### config.mk
export PLATFORM = sky130hd
export DESIGN_NAME = ddr3_cmd_sequencer
export DESIGN_NICKNAME = d
export VERILOG_FILES = /design/src/rtl/ddr3_cmd_sequencer.sv
export SDC_FILE = /design/constraint.sdc
export NUM_CORES = 1
export LEC_CHECK = 0
export CORE_UTILIZATION = 45
export DETAILED_ROUTE_END_ITERATION = 6
export HOLD_SLACK_MARGIN = 0.15
export PLACE_DENSITY = 0.71
export SKIP_CTS_REPAIR_TIMING = 1
export SYNTH_ARGS = -nofsm -noshare
export SYNTH_HDL_FRONTEND = slang
export SYNTH_SLANG_ARGS = --single-unit
export TNS_END_PERCENT = 5
### constraint.sdc
create_clock -name ck -period 3.27 [get_ports ck]
set_input_delay 0.654 -clock ck [delete_from_list [all_inputs] [get_ports ck]]
set_output_delay 0.654 -clock ck [all_outputs]
set_load 0.05 [all_outputs]
### src/rtl/ddr3_cmd_sequencer.sv
// Single-rank DDR3 command sequencer: power-up/MRS/ZQ init, periodic refresh, closed-page RD/WR.
// Optional build macro DDR3_ODT_EN enables RTT_nom in MR1 and drives odt around write bursts.
module ddr3_cmd_sequencer #(
    parameter int ADDR_BITS  = 14,
    parameter int BA_BITS    = 3,
    parameter int COL_BITS   = 10,
    parameter int T_INIT_RST = 100,
    parameter int T_INIT_CKE = 250,
    parameter int T_XPR      = 60,
    parameter int T_MRD      = 4,
    parameter int T_MOD      = 12,
    parameter int T_ZQINIT   = 512,
    parameter int T_RCD      = 6,
    parameter int T_RP       = 6,
    parameter int T_WR       = 6,
    parameter int T_RFC      = 44,
    parameter int T_REFI     = 3120,
    parameter int CL         = 6,
    parameter int CWL        = 5
) (
    input  logic                 ck,
    input  logic                 rst_n,
    input  logic                 req_valid,
    output logic                 req_ready,
    input  logic                 req_we,
    input  logic [BA_BITS-1:0]   req_bank,
    input  logic [ADDR_BITS-1:0] req_row,
    input  logic [COL_BITS-1:0]  req_col,
    output logic                 init_done,
    output logic                 ddr_rst_n,
    output logic                 cke,
    output logic                 cs_n,
    output logic                 ras_n,
    output logic                 cas_n,
    output logic                 we_n,
    output logic [BA_BITS-1:0]   ba,
    output logic [ADDR_BITS-1:0] addr,
    output logic                 odt,
    output logic                 wr_data_en,
    output logic                 rd_data_en
);

    typedef enum logic [3:0] {
        ST_RST_LOW, ST_CKE_LOW, ST_XPR, ST_MR2, ST_MR3, ST_MR1, ST_MR0,
        ST_ZQ, ST_IDLE, ST_ACT, ST_RECOVER, ST_REF
    } state_t;

    localparam logic [3:0] CMD_MRS = 4'b0000;
    localparam logic [3:0] CMD_REF = 4'b0001;
    localparam logic [3:0] CMD_ACT = 4'b0011;
    localparam logic [3:0] CMD_WR  = 4'b0100;
    localparam logic [3:0] CMD_RD  = 4'b0101;
    localparam logic [3:0] CMD_ZQ  = 4'b0110;
    localparam logic [3:0] CMD_NOP = 4'b0111;
    localparam logic [3:0] CMD_DES = 4'b1111;

    // Recovery is counted from the RD/WR cycle; the strobes are decoded from the same counter.
    localparam logic [15:0] RD_LEN   = 16'(CL + 4 + T_RP);
    localparam logic [15:0] WR_LEN   = 16'(CWL + 4 + T_WR + T_RP);
    localparam logic [15:0] WR_EN_HI = WR_LEN - 16'd1 - 16'(CWL);
    localparam logic [15:0] WR_EN_LO = WR_EN_HI - 16'd3;
    localparam logic [15:0] RD_EN_HI = RD_LEN - 16'd1 - 16'(CL);
    localparam logic [15:0] RD_EN_LO = RD_EN_HI - 16'd3;
`ifdef DDR3_ODT_EN
    localparam logic [15:0] ODT_LO   = WR_EN_LO - 16'd1;
`endif
    localparam int WR_CODE = (T_WR <= 8) ? (T_WR - 4) : (T_WR / 2);

    state_t                 state_q, state_d;
    logic [15:0]            cnt_q, cnt_d, ref_cnt_q, ref_cnt_d;
    logic                   ref_pending_q, ref_pending_d, ref_set_s, ref_clr_s;
    logic                   init_done_q, init_done_d, ddr_rst_n_q, ddr_rst_n_d, cke_q, cke_d;
    logic [3:0]             cmd_q, cmd_d;
    logic [BA_BITS-1:0]     ba_q, ba_d, bank_q, bank_d;
    logic [ADDR_BITS-1:0]   addr_q, addr_d;
    logic [COL_BITS-1:0]    col_q, col_d;
    logic                   we_lat_q, we_lat_d;
    logic                   odt_q, odt_d, wr_en_q, wr_en_d, rd_en_q, rd_en_d;
    logic [ADDR_BITS-1:0]   mr0_s, mr1_s, mr2_s, zq_s, col_addr_s;

    assign req_ready = (state_q == ST_IDLE) && init_done_q && !ref_pending_q;

    // Mode-register images and the BL8-aligned, auto-precharge column address.
    always_comb begin
        mr2_s      = '0;
        mr2_s[5:3] = 3'(CWL - 5);
        mr1_s      = '0;
`ifdef DDR3_ODT_EN
        mr1_s[2]   = 1'b1;
`endif
        mr0_s       = '0;
        mr0_s[8]    = 1'b1;
        mr0_s[6:4]  = 3'(CL - 4);
        mr0_s[11:9] = 3'(WR_CODE);
        zq_s        = '0;
        zq_s[10]    = 1'b1;
        col_addr_s  = '0;
        col_addr_s[COL_BITS-1:0] = {col_q[COL_BITS-1:3], col_q[2:0] & 3'b000};
        col_addr_s[10] = 1'b1;
        col_addr_s[12] = 1'b1;
    end

    // Next-state, shared wait counter, refresh timer and command bus.
    always_comb begin
        state_d     = state_q;
        cnt_d       = cnt_q;
        ref_cnt_d   = ref_cnt_q;
        ref_set_s   = 1'b0;
        ref_clr_s   = 1'b0;
        init_done_d = init_done_q;
        ddr_rst_n_d = ddr_rst_n_q;
        cke_d       = cke_q;
        cmd_d       = cke_q ? CMD_NOP : CMD_DES;
        ba_d        = '0;
        addr_d      = '0;
        we_lat_d    = we_lat_q;
        bank_d      = bank_q;
        col_d       = col_q;

        if (init_done_q) begin
            if (ref_cnt_q == 16'd0) begin
                ref_set_s = 1'b1;
                ref_cnt_d = 16'(T_REFI - 1);
            end else begin
                ref_cnt_d = ref_cnt_q - 16'd1;
            end
        end else begin
            ref_cnt_d = ref_cnt_q;
        end

        case (state_q)
            ST_RST_LOW: if (cnt_q == 16'd0) begin
                ddr_rst_n_d = 1'b1;
                state_d = ST_CKE_LOW;
                cnt_d = 16'(T_INIT_CKE - 1);
            end else begin
                cnt_d = cnt_q - 16'd1;
            end
            ST_CKE_LOW: if (cnt_q == 16'd0) begin
                cke_d = 1'b1;
                cmd_d = CMD_NOP;
                state_d = ST_XPR;
                cnt_d = 16'(T_XPR - 1);
            end else begin
                cnt_d = cnt_q - 16'd1;
            end
            ST_XPR: if (cnt_q == 16'd0) begin
                cmd_d = CMD_MRS; ba_d = BA_BITS'(2); addr_d = mr2_s;
                state_d = ST_MR2;
                cnt_d = 16'(T_MRD - 1);
            end else begin
                cnt_d = cnt_q - 16'd1;
            end
            ST_MR2: if (cnt_q == 16'd0) begin
                cmd_d = CMD_MRS; ba_d = BA_BITS'(3);
                state_d = ST_MR3;
                cnt_d = 16'(T_MRD - 1);
            end else begin
                cnt_d = cnt_q - 16'd1;
            end
            ST_MR3: if (cnt_q == 16'd0) begin
                cmd_d = CMD_MRS; ba_d = BA_BITS'(1); addr_d = mr1_s;
                state_d = ST_MR1;
                cnt_d = 16'(T_MRD - 1);
            end else begin
                cnt_d = cnt_q - 16'd1;
            end
            ST_MR1: if (cnt_q == 16'd0) begin
                cmd_d = CMD_MRS; addr_d = mr0_s;
                state_d = ST_MR0;
                cnt_d = 16'(T_MOD - 1);
            end else begin
                cnt_d = cnt_q - 16'd1;
            end
            ST_MR0: if (cnt_q == 16'd0) begin
                cmd_d = CMD_ZQ; addr_d = zq_s;
                state_d = ST_ZQ;
                cnt_d = 16'(T_ZQINIT - 1);
            end else begin
                cnt_d = cnt_q - 16'd1;
            end
            ST_ZQ: if (cnt_q == 16'd0) begin
                init_done_d = 1'b1;
                ref_cnt_d = 16'(T_REFI - 1);
                state_d = ST_IDLE;
            end else begin
                cnt_d = cnt_q - 16'd1;
            end
            // A pending refresh always wins over a new request while idle.
            ST_IDLE: if (ref_pending_q) begin
                cmd_d = CMD_REF;
                ref_clr_s = 1'b1;
                state_d = ST_REF;
                cnt_d = 16'(T_RFC - 1);
            end else if (req_valid && req_ready) begin
                cmd_d = CMD_ACT; ba_d = req_bank; addr_d = req_row;
                we_lat_d = req_we; bank_d = req_bank; col_d = req_col;
                state_d = ST_ACT;
                cnt_d = 16'(T_RCD - 1);
            end else begin
                state_d = ST_IDLE;
            end
            ST_ACT: if (cnt_q == 16'd0) begin
                cmd_d = we_lat_q ? CMD_WR : CMD_RD;
                ba_d = bank_q; addr_d = col_addr_s;
                state_d = ST_RECOVER;
                cnt_d = we_lat_q ? (WR_LEN - 16'd1) : (RD_LEN - 16'd1);
            end else begin
                cnt_d = cnt_q - 16'd1;
            end
            ST_RECOVER, ST_REF: if (cnt_q == 16'd0) begin
                state_d = ST_IDLE;
            end else begin
                cnt_d = cnt_q - 16'd1;
            end
            default: state_d = ST_RST_LOW;
        endcase

        ref_pending_d = (ref_pending_q & ~ref_clr_s) | ref_set_s;
    end

    // Data-window strobes and odt, decoded from the next recovery count so they come out registered.
    always_comb begin
        wr_en_d = (state_d == ST_RECOVER) && we_lat_d && (cnt_d <= WR_EN_HI) && (cnt_d >= WR_EN_LO);
        rd_en_d = (state_d == ST_RECOVER) && !we_lat_d && (cnt_d <= RD_EN_HI) && (cnt_d >= RD_EN_LO);
`ifdef DDR3_ODT_EN
        odt_d   = (state_d == ST_RECOVER) && we_lat_d && (cnt_d >= ODT_LO);
`else
        odt_d   = 1'b0;
`endif
    end

    // All sequencer state and pin registers.
    always_ff @(posedge ck or negedge rst_n) begin
        if (!rst_n) begin
            state_q       <= ST_RST_LOW;
            cnt_q         <= 16'(T_INIT_RST);
            ref_cnt_q     <= 16'd0;
            ref_pending_q <= 1'b0;
            init_done_q   <= 1'b0;
            ddr_rst_n_q   <= 1'b0;
            cke_q         <= 1'b0;
            cmd_q         <= CMD_DES;
            ba_q          <= '0;
            addr_q        <= '0;
            bank_q        <= '0;
            col_q         <= '0;
            we_lat_q      <= 1'b0;
            odt_q         <= 1'b0;
            wr_en_q       <= 1'b0;
            rd_en_q       <= 1'b0;
        end else begin
            state_q       <= state_d;
            cnt_q         <= cnt_d;
            ref_cnt_q     <= ref_cnt_d;
            ref_pending_q <= ref_pending_d;
            init_done_q   <= init_done_d;
            ddr_rst_n_q   <= ddr_rst_n_d;
            cke_q         <= cke_d;
            cmd_q         <= cmd_d;
            ba_q          <= ba_d;
            addr_q        <= addr_d;
            bank_q        <= bank_d;
            col_q         <= col_d;
            we_lat_q      <= we_lat_d;
            odt_q         <= odt_d;
            wr_en_q       <= wr_en_d;
            rd_en_q       <= rd_en_d;
        end
    end

    assign init_done  = init_done_q;
    assign ddr_rst_n  = ddr_rst_n_q;
    assign cke        = cke_q;
    assign cs_n       = cmd_q[3];
    assign ras_n      = cmd_q[2];
    assign cas_n      = cmd_q[1];
    assign we_n       = cmd_q[0];
    assign ba         = ba_q;
    assign addr       = addr_q;
    assign odt        = odt_q;
    assign wr_data_en = wr_en_q;
    assign rd_data_en = rd_en_q;

endmodule
==> impl_results.md, run 1 <==
- Min-delay worst type: in2async
- GRT Residual Overflow: 0
- Crit path max fanout: 2
- Yosys top cell by area: dfrtp_1
- Finished Cell Area: between 5000 and 6000 um^2
- Detailed Routing Iterations Pass 1: 5
- Slew HR: 0.378
- Synth Flop Type: dfrtp_1
- Initial antenna violation count: 0
- Die area: between 9000 and 10,000 um^2
- Util after Layout: 0.588
- Yosys Warn Count: 0
- Via Count: 3,555
- Final ANT Viol Nets: 0
- Endpoints failing setup: 0
- Starting Density: 0.464
- Max-slew violations: 0
- Num CTS Buffers: 9
- Met1 usage: 0.329
- Met3 Use GR: 0.0390
- Cells after Synth: 426
- Ys async rst share: 1.00
- Wire length per cell: between 15 and 20 um
- Status: finished clean
- Vias/cell: 5.76
- Worst r2r src: cnt_q[1]
- Io pins: 59
- Maxcap violations: 0
- Die H: slightly below 100 um
- Num Clock Sinks: 74
- Antenna Cells: 0
- P_leak: between 2 and 2.5 nW
- Buffers plus inverters on the worst setup path: 0
- Cell family with most CP delay: simple AND/OR/NAND/NOR gates
- Post-Synthesis Cell Area: 4030 um^2
- Critical Path RT: roughly 3500 ps
- Critical Path Source Type: flop
- Core area: 8680 um^2
- Layout cells sized above 1: 0.179
- Post-place setup slack: -84.2 ps
- Synth top area share: 0.416
- Dpl cell area: 4860 um^2
- Final wirelength: 10.6 mm
- Crit path kind: reg2reg
- Tot GR Track Use: 0.238
- Top post-synthesis cells by count: 67 x dfrtp_1, 42 x nor2_1, 39 x nand2_1
- Placed instance count: 600
- Root Buffer: clkbuf_8
- Vias in the first global route: 3,650
- CP endpoint kind: flop
- Final hold vios: 0
- Clock insertion delay at the later pin of the skew report: 350 ps
- Worst slew pin tran: 933 ps
- Fin crit period: 3160 ps
- Final Skew: 10.2 ps
- CP most frequent cell: or4_4
- Layout Area Growth over Synthesis: 26.6%
- Worst vdd ir: 0.169 mV
- Dpl hpwl: 7.69 mm
- Crit path DAT: 3400 ps
- Cell Pwr Density: 344 nW/um^2
- First-pass GRT wire length: about 18 mm
- CP startpoint: cnt_q[1]
- GRT busiest layer: met2
- Most frequent cell after synthesis: dfrtp_1
- Number of buffers on the longest clock path: 2
- Synth Register Bits: 74
- Post-synth EDFFs: 0
- Largest net degree at the start of global routing: 75
- Final #Nets: 540
- Global routing usage on met2: 0.384
- Tcrit/Tclk final: 0.967
- # port buffers: between 50 and 60
- Total chip power: 1.76 mW
- CP peak stage delay: 560 ps
- Fill count: 750
- RSZ-0062 raised after global routing: false
- H-tree levels: 3
- Main area contributors after synthesis: dfrtp_1 42%, dfstp_2 4.6%, nor2_1 3.9%
- Crit-path slowest cell: or4_4
- Finished Layout Cells: 617
- Die width: 96.6 um
- Crit-path cells: or4_4 > or4_4 > and4_4 > a211o_1 > or3b_1 > or4_4 > a2111oi_4
- Post-Syn Nets: 462
- CTS tree: done
- DR iter-0 viols: 264
- # rows: 34
- Syn Area/Cell: 9.46 um^2
- Unique masters post-synth: 67
- Sequential share of the synthesized area: 0.462
- Setup slack after layout: 108 ps
- Max Clk Rate: roughly 320 MHz
- Gp weighted congestion: 0.964
- Residual DRC: 0
- CTS clock-pin slew for the worst setup and hold paths: 80 ps
-- where the power goes --
part	internal [mW]	leakage (nW)	switching (mW)	total [mW]
sequential	0.915	0.974	0	0.915
clock	0.433	0.107	0.358	0.791
combinational	0.0278	1.28	0.0239	0.0516
total	1.38	2.36	0.382	1.76
-- stage by stage --
stage | hold slack [ps] | setup TNS, ps
floorplan | 358 | 0
CTS | 486 | 0
finish | 432 | 0
detailed placement | 462 | -152
global route | 512 | 0
global placement | 446 | -87.3
-- path summary, 6_finish.rpt --
| path | to | slack (ps) | depth (start not counted) |
|---|---|---|---|
| worst max-delay path | rd_data_en | 110 | 7 |
| worst min-delay path | cnt_q[15] | 430 | 1 |
| worst max register to register | rd_data_en | 110 | 7 |
| worst min register to register | ddr_rst_n | 470 | 1 |
| max in group asynchronous | addr[0] | 2220 | 1 |
| min in group ck | ddr_rst_n | 470 | 1 |
-- cell type report --
type                            instances  area [um^2]  share of cell area
Multi-Input combinational cell        314         2000               0.393
Sequential cell                        74         1860               0.365
Inverter                               12         45.0             0.00883
Timing Repair Buffer                   93          841               0.165
Clock inverter                          6         90.1              0.0177
Clock buffer                           10          128              0.0250
Tap cell                              108          135              0.0265
-- registers in the layout, summed over array words and instances (netlist names) --
signal and count:
ba 3, cmd_q 4, rd_data_en 1, col_q 7, ref_cnt_q 16, we_lat_q 1, wr_data_en 1, state_q 4
addr 14, init_done 1, ddr_rst_n 1, ref_pending_q 1, cke 1, cnt_q 16, bank_q 3
-- cells in the final DEF, fill, tap and decap left out, drive strengths merged, types with 3 or more instances in the layout --
master / netlist / final
dfrtp: 67 / 67
o21ai: 25 / 25
o31ai: 3 / 3
a31oi: 4 / 4
nor4b: 3 / 3
inv: 12 / 13
clkbuf: 21 / 10
nand4: 7 / 7
o22ai: 3 / 3
nor3: 20 / 20
and4: 4 / 4
xnor2: 14 / 14
nor2: 42 / 42
clkdlybuf4s50: 0 / 52
a211oi: 4 / 4
dfstp: 7 / 7
a22oi: 5 / 5
buf: 5 / 41
a21oi: 20 / 20
nand2b: 8 / 8
a211o: 3 / 3
nor4: 7 / 7
xor2: 3 / 3
ha: 5 / 5
nand2: 39 / 39
a21o: 8 / 8
nand3: 10 / 10
and2: 8 / 8
nand3b: 4 / 4
o21bai: 3 / 3
nor2b: 7 / 7
o211ai: 3 / 3
o21a: 3 / 3
mux2: 9 / 9
or3b: 3 / 3
or3: 6 / 6
a22o: 7 / 7
or4: 5 / 5
-- kinds of logic after synthesis --
family / Yosys count / share of synthesized area
buffers and inverters: 38 / 0.0460
XOR/XNOR: 17 / 0.0370
adder cells (fa/ha/maj): 5 / 0.0155
other: 1 / 0.000931
flip-flops: 74 / 0.462
multiplexers: 10 / 0.0276
AND/OR/NAND/NOR: 182 / 0.244
AO/OA/AOI/OAI: 99 / 0.167
-- routing by layer --
layer | vias up | routed length, um | share of wire
li1 | 1678 | - | -
met1 | 1731 | 4660 | 0.44
met2 | 136 | 5240 | 0.50
met3 | 10 | 569 | 0.054
met4 | 0 | 109 | 0.010
met5 | - | 0 | 0
No activity file was read; power rests on OpenSTA's default activity.
==> run 2, diff against run 1 <==
--- a/config.mk
+++ b/config.mk
@@ -5,10 +5,9 @@
 export SDC_FILE = /design/constraint.sdc
 export NUM_CORES = 1
 export LEC_CHECK = 0
-export CORE_UTILIZATION = 45
+export CORE_UTILIZATION = 40
 export DETAILED_ROUTE_END_ITERATION = 6
 export HOLD_SLACK_MARGIN = 0.15
-export PLACE_DENSITY = 0.71
 export SKIP_CTS_REPAIR_TIMING = 1
 export SYNTH_ARGS = -nofsm -noshare
 export SYNTH_HDL_FRONTEND = slang
==> constraint.sdc (replaced) <==
create_clock -name ck -period 3.8 [get_ports ck]
set_input_delay 0.76 -clock ck [delete_from_list [all_inputs] [get_ports ck]]
set_output_delay 0.76 -clock ck [all_outputs]
set_load 0.05 [all_outputs]
==> run 2 against run 1 <==
Core utilization fell by 8.5 points; global-route usage fell by 3.3 points; register-to-register slack improved by 340 ps; sequential power fell by 14%; die area rose by 12%; largest cell class unchanged; critical path depth fell by 3; critical endpoint is now req_ready; hold slack improved by 29 ps; non-clock buffer count fell by 28; critical path type is now reg2out.
==> impl_results.md, run 2 (same netlist as run 1, synthesis figures left out) <==
- Die H: 102 um (was 96.6 um)
- Num CTS Buffers: 9 (unchanged)
- Wire length per cell: 16.6 um (was 17.1 um)
- Crit path max fanout: 6 (was 2)
- Core area: 9770 um^2 (was 8680 um^2)
- Max Clk Rate: 285 MHz
- Tot GR Track Use: 0.205 (was 0.238)
- Gp weighted congestion: 0.861 (was 0.964)
- Final #Nets: 512 (was 540)
- Final wirelength: 10.2 mm (was 10.6 mm)
- CP peak stage delay: 800 ps (was 560 ps)
- Dpl hpwl: 7.25 mm (was 7.69 mm)
- Layout cells sized above 1: 0.127 (was 0.179)
- Status: finished clean (unchanged)
- Critical Path Source Type: flop (unchanged)
- Crit-path slowest cell: or4b_2 (was or4_4)
- Cell family with most CP delay: simple AND/OR/NAND/NOR gates (unchanged)
- Fin crit period: 3510 ps
- Min-delay worst type: reg2reg (was in2async)
- Number of buffers on the longest clock path: 2 (unchanged)
- Util after Layout: 0.503 (was 0.588)
- Final hold vios: 0 (unchanged)
- Multi-input logic area: 1990 um^2 (was 2000 um^2)
- Buffers plus inverters on the worst setup path: 1 (was 0)
- Most common cell after layout, fill and taps aside: dfrtp_1 (unchanged)
- First-pass GRT wire length: 16.3 mm (was 17.9 mm)
- GRT Residual Overflow: 0 (unchanged)
- Cell Pwr Density: 318 nW/um^2 (was 344 nW/um^2)
- Clock insertion delay at the later pin of the skew report: 360 ps (was 350 ps)
- CTS tree: done (unchanged)
- Maxcap violations: 0 (unchanged)
- P_leak: 2.22 nW (was 2.36 nW)
- # port buffers: 54 (unchanged)
- Via Count: 3,436 (was 3,555)
- Worst slew pin tran: 927 ps (was 933 ps)
- Die width: 102 um (was 96.6 um)
- Vias/cell: 5.60 (was 5.76)
- Die area: 10,500 um^2 (was 9340 um^2)
- CP endpoint kind: output pin (was flop)
- Most frequent cells in the layout: 67 x dfrtp_1, 53 x clkdlybuf4s50_1, 42 x nor2_1, 39 x nand2_1, 25 x o21ai_0 (was 67 x dfrtp_1, 52 x clkdlybuf4s50_1, 42 x nor2_1, 40 x buf_4, 39 x nand2_1)
- Io pins: 59 (unchanged)
- H-tree levels: 3 (unchanged)
- Crit path DAT: 2750 ps (was 3400 ps)
- Endpoints failing setup: 0 (unchanged)
- Critical Path RT: 3040 ps (was 3510 ps)
- CTS clock-pin slew for the worst setup and hold paths: 90 ps (was 80 ps)
- Antenna Cells: 0 (unchanged)
- Starting Density: 0.412 (was 0.464)
- Tcrit/Tclk final: 0.924
- Fill count: 939 (was 750)
- Final ANT Viol Nets: 0 (unchanged)
- Largest net degree at the start of global routing: 75 (unchanged)
- Num Clock Sinks: 74 (unchanged)
- Post-place setup slack: 154 ps (was -84.2 ps)
- Vias in the first global route: 3,204 (was 3,650)
- # rows: 36 (was 34)
- Worst vdd ir: 0.195 mV (was 0.169 mV)
- Final Skew: 13.9 ps (was 10.2 ps)
- Crit path kind: reg2out (was reg2reg)
- Root Buffer: clkbuf_8 (unchanged)
- Detailed Routing Iterations Pass 1: 6 (was 5)
- Layout Area Growth over Synthesis: 22.0% (was 26.6%)
- Slew HR: 0.382 (was 0.378)
- Initial antenna violation count: 0 (unchanged)
- Setup slack after layout: 290 ps (was 108 ps)
- Seq. cell area: 1860 um^2 (unchanged)
- Residual DRC: 0 (unchanged)
- Max-slew violations: 0 (unchanged)
- Crit-path cells: or4b_2 > nor2_1 > and2_1 > clkdlybuf4s50_1 (was or4_4 > or4_4 > and4_4 > a211o_1 > or3b_1 > or4_4 > a2111oi_4)
- RSZ-0062 raised after global routing: false (unchanged)
- DR iter-0 viols: 308 (was 264)
- Final TNS setup: 0 ps (unchanged)
## run 2: layer usage
layer / vias to the layer above / share of wire / track usage
met5: - / 0 / 0
li1: 1626 / - / -
met3: 18 / 0.059 / 0.0438
met1: 1683 / 0.47 / 0.296
met2: 109 / 0.45 / 0.298
met4: 0 / 0.019 / 0.0780
## run 2: worst paths after layout
check	startpoint	endpoint	slack (ps)	cells past startpoint
setup / recovery	state_q[0]	req_ready	290	4
max in group asynchronous	rst_n	state_q[3]	2670	1
setup reg to reg	cnt_q[0]	rd_data_en	450	10
hold reg to reg	ddr_rst_n	ddr_rst_n	460	1
min in group asynchronous	rst_n	ref_cnt_q[5]	520	1
hold / removal	ddr_rst_n	ddr_rst_n	460	1
## run 2: per-stage QoR
step	instances	area [um^2]	power [mW]	hold slack, ps
3_5_place_dp	598	4680	0.849	444
3_3_place_gp	598	4680	0.848	442
4_1_cts	614	4910	1.58	469
5_1_grt	614	4910	1.61	493
2_1_floorplan	426	4030	0.806	462
6_report	614	4910	1.56	461
## run 2: power breakdown
part	switching, mW	internal (mW)	leakage (nW)	total, mW
combinational	0.0207	0.0239	1.13	0.0446
clock	0.336	0.396	0.118	0.732
sequential	0	0.787	0.974	0.787
## run 2: final cells by class
type                       instances  area share
clock buffer                      10      0.0280
clock inverter                     6      0.0194
inverter                          12     0.00917
multi-input combinational        314       0.405
sequential                        74       0.379
tap                              133      0.0339
timing repair buffer              65       0.126
==> run 3, diff against run 2 <==
==> constraint.sdc (replaced) <==
create_clock -name ck -period 3.8 [get_ports ck]
set_input_delay 0.38 -clock ck [delete_from_list [all_inputs] [get_ports ck]]
set_output_delay 0.38 -clock ck [all_outputs]
set_load 0.05 [all_outputs]
==> run 3 against run 2 <==
Wire length shrank 0.73%; sequential cell count is the same; register-to-register slack gained 50 ps; critical path type is now reg2reg; largest cell class unchanged; cell area shrank 0.15%; die area is the same.
==> impl_results.md, run 3 (same netlist as run 1, synthesis figures left out) <==
- Starting Density: 0.412 (unchanged)
- Fill count: 964 (was 939)
- Tot GR Track Use: 0.209 (was 0.205)
- Residual DRC: 0 (unchanged)
- Die H: 102 um (unchanged)
- Num Clock Sinks: 74 (unchanged)
- Layout Area Growth over Synthesis: 21.8% (was 22.0%)
- Vias in the first global route: 3,257 (was 3,204)
- Power Internal: 1.18 mW (was 1.21 mW)
- Critical Path RT: 4040 ps (was 3040 ps)
- Dpl hpwl: 7.26 mm (was 7.25 mm)
- Number of buffers on the longest clock path: 2 (unchanged)
- Die area: 10,500 um^2 (unchanged)
- First-pass GRT wire length: 16.7 mm (was 16.3 mm)
- Vias/cell: 5.52 (was 5.60)
- CTS tree: done (unchanged)
- R2R Setup Slk: 500 ps (was 450 ps)
- Critical Path Sink: rd_data_en (was req_ready)
- Min-delay worst type: in2async (was reg2reg)
- FF-to-FF End: rd_data_en (unchanged)
- Antenna Cells: 0 (unchanged)
- Io pins: 59 (unchanged)
- Final wirelength: 10.1 mm (was 10.2 mm)
- DR iter-0 viols: 317 (was 308)
- Multi-input logic area: 1990 um^2 (unchanged)
- Maxcap violations: 0 (unchanged)
- P_leak: 2.22 nW (about the same)
- Die width: 102 um (unchanged)
- GRT Residual Overflow: 0 (unchanged)
- Final #Nets: 514 (was 512)
- # port buffers: 54 (unchanged)
- Final Skew: 10.7 ps (was 13.9 ps)
- Worst r2r src: cnt_q[7] (was cnt_q[0])
- Comb power frac: 0.030 (was 0.028)
- CP startpoint: cnt_q[7] (was state_q[0])
- CTS clock-pin slew for the worst setup and hold paths: 80 ps (was 90 ps)
- Layout cells sized above 1: 0.126 (was 0.127)
- CP endpoint kind: flop (was output pin)
- Num CTS Buffers: 9 (unchanged)
- Util after Layout: 0.502 (was 0.503)
- Most frequent cells in the layout: 67 x dfrtp_1, 53 x clkdlybuf4s50_1, 42 x nor2_1, 39 x nand2_1, 25 x o21ai_0 (unchanged)
- Cell Pwr Density: 304 nW/um^2 (was 318 nW/um^2)
- Crit path DAT: 3540 ps (was 2750 ps)
- Largest net degree at the start of global routing: 75 (unchanged)
- Gp weighted congestion: 0.875 (was 0.861)
- Seq pwr share: 0.527 (was 0.503)
- Detailed Routing Iterations Pass 1: 5 (was 6)
- Root Buffer: clkbuf_8 (unchanged)
- Worst slew pin tran: 926 ps (was 927 ps)
- Crit path kind: reg2reg (was reg2out)
- Via Count: 3,403 (was 3,436)
- Most common cell after layout, fill and taps aside: dfrtp_1 (unchanged)
- Buffers plus inverters on the worst setup path: 0 (was 1)
- Cell family with most CP delay: simple AND/OR/NAND/NOR gates (unchanged)
- Max-slew violations: 0 (unchanged)
- Clock share of power: 0.443 (was 0.468)
- Worst R2R Path Depth: 7 (was 10)
- Wire length per cell: 16.4 um (was 16.6 um)
- CP peak stage delay: 550 ps (was 800 ps)
- Clock insertion delay at the later pin of the skew report: 350 ps (was 360 ps)
- Slew HR: 0.383 (was 0.382)
- Final hold vios: 0 (unchanged)
- Sw Ratio: 0.209 (was 0.228)
- Initial antenna violation count: 0 (unchanged)
- Worst path depth: 7 (was 4)
- Fin crit period: 3300 ps (was 3510 ps)
- Final ANT Viol Nets: 0 (unchanged)
- RSZ-0062 raised after global routing: false (unchanged)
- Crit path max fanout: 8 (was 6)
- Endpoints failing setup: 0 (unchanged)
- Core area: 9770 um^2 (unchanged)
- Crit-path cells: or3_2 > or4_4 > and4_4 > a211o_1 > or3b_1 > or4_4 > a2111oi_4 (was or4b_2 > nor2_1 > and2_1 > clkdlybuf4s50_1)
- Tcrit/Tclk final: 0.868 (was 0.924)
- H-tree levels: 3 (unchanged)
- Crit-path slowest cell: or4_4 (was or4b_2)
- Status: finished clean (unchanged)
- # rows: 36 (unchanged)
- Max Clk Rate: 303 MHz (was 285 MHz)
- Critical Path Source Type: flop (unchanged)
- CP most frequent cell: or4_4
- Final TNS setup: 0 ps (unchanged)
- Sw Pwr: 0.312 mW (was 0.356 mW)
- Worst vdd ir: 0.169 mV (was 0.195 mV)
- Seq. cell area: 1860 um^2 (unchanged)
==> run 3: changes by cell type in the layout (fill, tap and decap cells not counted) <==
cell	previous run	this run
buf_4	12	14
clkbuf_1	0	2
clkbuf_8	10	9
clkinv_2	0	2
inv_6	3	0
==> run 3: routing by layer <==
| layer | vias to the layer above | track usage | part of all wire |
|---|---|---|---|
| li1 | 1625 | - | - |
| met1 | 1644 | 0.308 | 0.48 |
| met2 | 124 | 0.304 | 0.45 |
| met3 | 10 | 0.0397 | 0.055 |
| met4 | 0 | 0.0758 | 0.011 |
| met5 | - | 0 | 0 |
==> run 3: worst register-to-register path, stage by stage (launching register included) <==
cell	delay [ps]
dfrtp_1	500
or3_2	550
or4_4	550
and4_4	200
a211o_1	240
or3b_1	380
or4_4	510
a2111oi_4	270
==> run 3: layout make-up <==
cell class,instances,area share
Multi-Input combinational cell,314,0.405
Sequential cell,74,0.379
Clock buffer,11,0.0268
Inverter,12,0.00918
Timing Repair Buffer,67,0.130
Clock inverter,5,0.0161
Tap cell,133,0.0339
==> run 3: power groups by stage <==
| stage | clock network, mW | registers [mW] | logic, mW |
|---|---|---|---|
| global placement | 0 | 0.802 | 0.0454 |
| global route | 0.719 | 0.787 | 0.0501 |
| detailed placement | 0 | 0.802 | 0.0460 |
| CTS | 0.681 | 0.787 | 0.0462 |
| floorplan | 0 | 0.803 | 0.00322 |
| finish | 0.661 | 0.787 | 0.0446 |
==> run 3: stage by stage <==
step	instance area, um^2	hold slack, ps	worst slack [ps]	total power [mW]	std cells
after global placement	4700	442	562	0.848	600
after floorplan	4030	84.4	612	0.806	426
after CTS	4910	197	502	1.51	616
after detailed placement	4700	453	521	0.848	600
final	4910	149	502	1.49	616
after global routing	4910	247	232	1.56	616
==> run 3: worst min-delay path by stage <==
stage	end	cells after the start
2_1_floorplan	addr[0]	0
3_3_place_gp	ddr_rst_n	1
3_5_place_dp	ddr_rst_n	1
4_1_cts	ref_cnt_q[11]	1
5_1_grt	ref_cnt_q[11]	1
6_report	ref_cnt_q[11]	1
